## config.mk

```make
export PLATFORM = sky130hd
export DESIGN_NAME = jtag_tap_param
export DESIGN_NICKNAME = d
export VERILOG_FILES = /design/src/rtl/jtag_tap_param.sv
export SDC_FILE = /design/constraint.sdc
export NUM_CORES = 1
export LEC_CHECK = 0
export ABC_AREA = 1
export CAP_MARGIN = 0
export CORE_UTILIZATION = 30
export DETAILED_ROUTE_END_ITERATION = 16
export SYNTH_ARGS = -nofsm -noshare
export SYNTH_HDL_FRONTEND = slang
export SYNTH_SLANG_ARGS = --single-unit
```

## constraint.sdc

```tcl
create_clock -name TCK -period 2.8 [get_ports TCK]
set_clock_uncertainty 0.1 [all_clocks]
set_input_delay 0.42 -clock TCK [delete_from_list [all_inputs] [get_ports TCK]]
set_output_delay 0.42 -clock TCK [all_outputs]
set_load 0.05 [all_outputs]
```

## src/rtl/jtag_tap_param.sv

```systemverilog
// IEEE 1149.1 TAP with IDCODE, BYPASS and NUM_DR generic DRs sharing one shift register.
// Capture-to-TDO takes half a TCK; there is no backpressure, and TMS/TDI are sampled on every rising TCK.
module jtag_tap_param #(
  parameter int                     IR_WIDTH   = 5,
  parameter int                     DR_WIDTH   = 32,
  parameter int                     NUM_DR     = 6,
  parameter logic [DR_WIDTH-1:0]    IDCODE_VAL = DR_WIDTH'(32'h1000_0003),
  parameter logic [IR_WIDTH-1:0]    IR_IDCODE  = IR_WIDTH'(5'h01),
  parameter logic [IR_WIDTH-1:0]    DR_BASE    = IR_WIDTH'(5'h02)
) (
  input  logic                        TCK,
  input  logic                        TRST,
  input  logic                        TMS,
  input  logic                        TDI,
  output logic                        TDO,
  output logic                        tdo_en,
  output logic [3:0]                  state_out,
  output logic [IR_WIDTH-1:0]         ir_value,
  input  logic [NUM_DR*DR_WIDTH-1:0]  dr_capture_data,
  output logic [NUM_DR*DR_WIDTH-1:0]  dr_update_data,
  output logic [NUM_DR-1:0]           dr_update
);

  localparam int OFFW = IR_WIDTH + 1;

  typedef enum logic [3:0] {
    TLR      = 4'hF, RTI      = 4'hC, SEL_DR   = 4'h7, CAP_DR   = 4'h6,
    SH_DR    = 4'h2, EX1_DR   = 4'h1, PAUSE_DR = 4'h3, EX2_DR   = 4'h0,
    UPD_DR   = 4'h5, SEL_IR   = 4'h4, CAP_IR   = 4'hE, SH_IR    = 4'hA,
    EX1_IR   = 4'h9, PAUSE_IR = 4'hB, EX2_IR   = 4'h8, UPD_IR   = 4'hD
  } tap_state_t;

  tap_state_t            state, state_nxt;
  logic [IR_WIDTH-1:0]   ir_shift;
  logic [DR_WIDTH-1:0]   dr_shift;
  logic [DR_WIDTH-1:0]   cap_val;
  logic [OFFW-1:0]       dr_off;
  logic [NUM_DR-1:0]     dr_sel;
  logic                  sel_idcode, sel_gen, sel_bypass;

  assign state_out = state;

  always_comb begin
    state_nxt = TLR;
    case (state)
      TLR:      state_nxt = TMS ? TLR      : RTI;
      RTI:      state_nxt = TMS ? SEL_DR   : RTI;
      SEL_DR:   state_nxt = TMS ? SEL_IR   : CAP_DR;
      CAP_DR:   state_nxt = TMS ? EX1_DR   : SH_DR;
      SH_DR:    state_nxt = TMS ? EX1_DR   : SH_DR;
      EX1_DR:   state_nxt = TMS ? UPD_DR   : PAUSE_DR;
      PAUSE_DR: state_nxt = TMS ? EX2_DR   : PAUSE_DR;
      EX2_DR:   state_nxt = TMS ? UPD_DR   : SH_DR;
      UPD_DR:   state_nxt = TMS ? SEL_DR   : RTI;
      SEL_IR:   state_nxt = TMS ? TLR      : CAP_IR;
      CAP_IR:   state_nxt = TMS ? EX1_IR   : SH_IR;
      SH_IR:    state_nxt = TMS ? EX1_IR   : SH_IR;
      EX1_IR:   state_nxt = TMS ? UPD_IR   : PAUSE_IR;
      PAUSE_IR: state_nxt = TMS ? EX2_IR   : PAUSE_IR;
      EX2_IR:   state_nxt = TMS ? UPD_IR   : SH_IR;
      UPD_IR:   state_nxt = TMS ? SEL_DR   : RTI;
      default:  state_nxt = TLR;
    endcase
  end

  // IDCODE wins if its opcode also falls inside the generic window; anything unmapped is BYPASS.
  always_comb begin
    dr_off     = {1'b0, ir_value} - {1'b0, DR_BASE};
    sel_idcode = (ir_value == IR_IDCODE);
    sel_gen    = !sel_idcode && (ir_value >= DR_BASE) && (dr_off < OFFW'(NUM_DR));
    sel_bypass = !sel_idcode && !sel_gen;
    dr_sel     = '0;
    cap_val    = '0;
    if (sel_idcode) cap_val = IDCODE_VAL;
    for (int k = 0; k < NUM_DR; k++) begin
      dr_sel[k] = sel_gen && (dr_off == OFFW'(k));
      if (dr_sel[k]) cap_val = dr_capture_data[k*DR_WIDTH +: DR_WIDTH];
    end
  end

  always_ff @(posedge TCK or negedge TRST) begin
    if (!TRST) begin
      state          <= TLR;
      ir_value       <= IR_IDCODE;
      ir_shift       <= '0;
      dr_shift       <= '0;
      dr_update_data <= '0;
      dr_update      <= '0;
    end else begin
      state     <= state_nxt;
      dr_update <= '0;
      case (state)
        CAP_IR: ir_shift <= {{(IR_WIDTH-2){1'b0}}, 2'b01};
        SH_IR:  ir_shift <= {TDI, ir_shift[IR_WIDTH-1:1]};
        UPD_IR: ir_value <= ir_shift;
        CAP_DR: dr_shift <= cap_val;
        SH_DR: begin
          if (sel_bypass) dr_shift[0] <= TDI;
          else            dr_shift    <= {TDI, dr_shift[DR_WIDTH-1:1]};
        end
        UPD_DR: begin
          dr_update <= dr_sel;
          for (int k = 0; k < NUM_DR; k++)
            if (dr_sel[k]) dr_update_data[k*DR_WIDTH +: DR_WIDTH] <= dr_shift;
        end
        default: ;
      endcase
      // Entering or sitting in TLR forces the IDCODE instruction.
      if (state_nxt == TLR) ir_value <= IR_IDCODE;
    end
  end

  always_ff @(negedge TCK or negedge TRST) begin
    if (!TRST) begin
      TDO    <= 1'b0;
      tdo_en <= 1'b0;
    end else if (state == SH_DR) begin
      TDO    <= dr_shift[0];
      tdo_en <= 1'b1;
    end else if (state == SH_IR) begin
      TDO    <= ir_shift[0];
      tdo_en <= 1'b1;
    end else begin
      TDO    <= 1'b0;
      tdo_en <= 1'b0;
    end
  end

endmodule

```

# After elaboration in Yosys (flattened, before gate mapping)
# Index checks and enable logic that the tools add are counted.
[classes]
n_addsub = 1
mul = 0
div = 0
n_lt_le_gt_ge = 2
n_eq_ne = 23
shift = 0
n_mux = 31
n_bitwise = 0
reduce_logical = 26
[ops]
columns = ["operator", "count"]
rows = [
  ["two-way mux 32 bit", 6],
  ["case mux 32 bit (2 select lines)", 1],
  ["case mux 4 bit (12 select lines)", 1],
  ["== test 4 bit (second input constant)", 9],
  ["two-way mux 31 bit", 1],
  ["two-way mux 29 bit", 1],
  ["== test 4 x 3 -> 1 bit (second input constant)", 4],
  ["AND reduction 2 bit", 7],
  ["== test 6 x 2 -> 1 bit (second input constant)", 2],
  ["== test 6 x 3 -> 1 bit (second input constant)", 2],
  ["two-way mux 2 bit", 6],
  ["two-way mux 3 bit", 4],
  ["two-way mux 5 bit", 2],
  ["case mux 5 bit (2 select lines)", 1],
  ["logical AND 1 bit", 9],
  ["== test 4 x 2 -> 1 bit (second input constant)", 2],
  ["== test 6 x 1 -> 1 bit (second input constant)", 1],
  ["logical NOT 6 bit", 1],
  ["< comparator 6 x 3 -> 1 bit (second input constant)", 1],
  ["two-way mux 1 bit", 6],
  ["two-way mux 6 bit", 1],
  ["nonzero test 2 bit", 3],
  ["subtractor 5 x 2 -> 6 bit (second input constant)", 1],
  ["== test 5 x 1 -> 1 bit (second input constant)", 1],
  ["other kinds (8)", 10],
]
[word_totals]
reg_bits = 246
latch_bits = 0
ramBits = 0
romBits = 0
inputBits = 196
output_inout_bits = 209
word_cells = 97
memories = 0

# Logic depth before layout (Yosys ltp)
[depth]
ltp_word = 12
ltp_mapped = 15

==> results_dict.tcl <==
set metrics [dict create \
    route.antenna.remaining_nets 0 \
    max-vdd-ir-drop_v 0.000897 \
    holdWs_ns 0.229 \
    drt_drc_violations_left 0 \
    clk_latency_ns 0.52 \
    yosys.cell_types.count 27 \
    timing.rr.start "ir_value[1]" \
    cts_buffers 25 \
    boundaryPins 405 \
    critical_path_required_ns 2.28 \
    netlist.top_cell.by_area "sky130_fd_sc_hd__dfrtp_1" \
    port_buffers 404 \
    cp_slowest_cell "sky130_fd_sc_hd__dfrtn_1" \
    detailroute.via_count 10753 \
    tightestPinTransition_ns 0.826 \
    crit_path_max_fanout 1 \
    setup-tns-final_ns -0.462 \
    worst_setup_path_end_kind "output pin" \
    finalHoldViolCount 0 \
    grt_util_all_layers_pct 21.0 \
    layout.filler_cells 3636 \
    placement_rows 70 \
    grt_first_pass_wirelength_um 61300 \
    number_of_enable_flip_flop_cells_after_synthesis 0 \
    synthToLayoutAreaGrowth_pct 48.7 \
    power_density_nw_per_um2 690 \
    crit_buf_inv 1 \
    finalWirelength_um 40500 \
    hold_class "in2async" \
    grt_start_max_net_pins 137 \
    final_max_slew_viol_count 0 \
    grt_overflow_total 0 \
    netlist_top_cells_count "387 x sky130_fd_sc_hd__nand2_1, 239 x sky130_fd_sc_hd__dfrtp_1, 210 x sky130_fd_sc_hd__o21ai_0" \
    rsz0062_at_grt "yes" \
    mappedNetlistNets 1564 \
    critical-path-top-delay-family "flip-flops" \
    grt_antenna_before_repair 2 \
    synth_seq_cells 246 \
    reg2reg_slack_ns 0.20 \
    finalSetupViolCount 2 \
    clk_pin_slew_worst_paths_ns 0.07 \
    clock_path_buffers 3 \
    die_height_um 195 \
    failing_checks "negative setup slack" \
    cts_max_level 1 \
    fp.dieArea_sq_um 38000 \
    dpl.hpwl_um 30600 \
    root_buffer "sky130_fd_sc_hd__clkbuf_16" \
    timing.reg2reg.worst_path_depth 11 \
    final_layout_size_suffix_gt1_share_pct 6.17 \
    gate_count_post_synth 1367 \
    startpoint_type "register" \
    iter_0_drt_violations 760 \
    ys_warn_count 0 \
    dr.pass1.iters 5 \
    syn-cell-area_sq_um 11200 \
    worstReg2RegEnd "dr_shift[2]" \
    cts_sinks 246 \
    async_flop_share_pct 100 \
    p_leak_nw 7.35 \
    routabilityCongestion 0.905 \
    crit_chain "buf_12" \
    design.core.area_sq_um 36600 \
    max_transition_margin_pct 44.9 \
    synthTopCellsByArea "sky130_fd_sc_hd__dfrtp_1 54%, sky130_fd_sc_hd__nand2_1 13%, sky130_fd_sc_hd__o21ai_0 9.4%, sky130_fd_sc_hd__nand3_1 5.7%, sky130_fd_sc_hd__nor2_1 3.7%" \
    ys.flop_type "sky130_fd_sc_hd__dfrtp_1" \
    synthMostInstantiatedCell "sky130_fd_sc_hd__nand2_1" \
    design.final.nets 1945 \
    timing.critical_path.arrival_ns 2.51 \
    die_wd_um 195 \
    cts_tree "done" \
    routedWlPerCell_um 18.1 \
    route.detailed.vias_per_inst 4.81 \
    crit_type "reg2out" \
    first_global_vias 10478 \
    avgSynthCellArea_sq_um 8.16 \
    maxCapViolCount 0 \
    critical_path.max_stage_delay_ns 0.44 \
    initial_core_util_pct 30.5 \
    post-route-worst-setup-slack_ns -0.232 \
    synth_top_area_share_pct 53.6 \
    register_area_share_after_synthesis_pct 55.2 \
    status "finished, violations left" \
]
==> layout make-up <==
class | count | area, sq um | share of cell area, %
Sequential cell | 246 | 6160 | 37.1
Multi-Input combinational cell | 931 | 4170 | 25.1
Antenna cell | 2 | 5.00 | 0.0302
Inverter | 111 | 420 | 2.53
Timing Repair Buffer | 433 | 4380 | 26.4
Clock buffer | 33 | 726 | 4.37
Tap cell | 468 | 586 | 3.53
Clock inverter | 12 | 144 | 0.867
==> kinds of logic (layout without fill, tap and decap cells) <==
family / Yosys count / after routing / share of synthesized area (%)
compound gates: 279 / 279 / 12.9
fa+ha+maj: 1 / 1 / 0.112
buf+inv: 190 / 589 / 7.76
flops: 246 / 246 / 55.2
other cells: 0 / 2 / 0
simple gates: 651 / 651 / 24.0
==> cells in the final DEF (no fill, tap or decap), types with 9 or more instances in the layout <==
cell / count
sky130_fd_sc_hd__clkdlybuf4s50_1: 401
sky130_fd_sc_hd__nand2_1: 385
sky130_fd_sc_hd__dfrtp_1: 239
sky130_fd_sc_hd__o21ai_0: 210
sky130_fd_sc_hd__nand3_1: 127
sky130_fd_sc_hd__nor2_1: 105
sky130_fd_sc_hd__inv_1: 102
sky130_fd_sc_hd__o21ai_1: 49
sky130_fd_sc_hd__clkbuf_16: 25
sky130_fd_sc_hd__buf_4: 21
sky130_fd_sc_hd__a21oi_1: 10
sky130_fd_sc_hd__nand4_1: 9
sky130_fd_sc_hd__buf_12: 9
==> through the flow <==
stage	worst slack [ns]	power (mW)	std cells	util [%]	instance area [sq um]
2_1_floorplan	-0.0949	6.56	1367	-	11200
3_3_place_gp	0.261	7.91	2188	42.9	15700
3_5_place_dp	0.203	7.98	2188	42.9	15700
4_1_cts	-0.257	11.5	2234	45.3	16600
5_1_grt	-0.270	12.1	2236	45.3	16600
6_report	-0.232	11.4	2236	45.3	16600
==> flip-flops by register name (all words and copies together), names as in the netlist <==
name / count
dr_update_data: 192
TDO: 1
ir_shift: 5
tdo_en: 1
state_out: 4
ir_value: 5
dr_update: 6
dr_shift: 32
==> worst max path at each step <==
stage	end	start	cells past startpoint	slack [ns]
6_report	TDO	TDO	1	-0.23
4_1_cts	TDO	TDO	1	-0.26
3_3_place_gp	TDO	state_out[2]	3	0.26
2_1_floorplan	TDO	state_out[2]	5	-0.09
5_1_grt	TDO	TDO	1	-0.27
3_5_place_dp	dr_update_data[79]	ir_value[1]	12	0.20
==> power breakdown <==
part           internal (mW)  switching, mW
clock                   2.10           1.43
combinational           1.10           2.60
sequential              3.89          0.329
total                   7.09           4.36
==> routing by layer <==
metal | wire length (um) | part of all wire, % | track usage, %
met1 | 18000 | 45 | 28.1
met2 | 18900 | 47 | 34.5
met3 | 2510 | 6.2 | 3.78
met4 | 1080 | 2.7 | 6.21
met5 | 0 | 0 | 0
==> repair_timing <==
action,CTS,global route
hold endpoints to repair,43,0
buffers inserted,0,0
gates resized for setup,0,3
hold buffers,1,0
setup endpoints to repair,2,21
(Power assumes the default switching activity.)
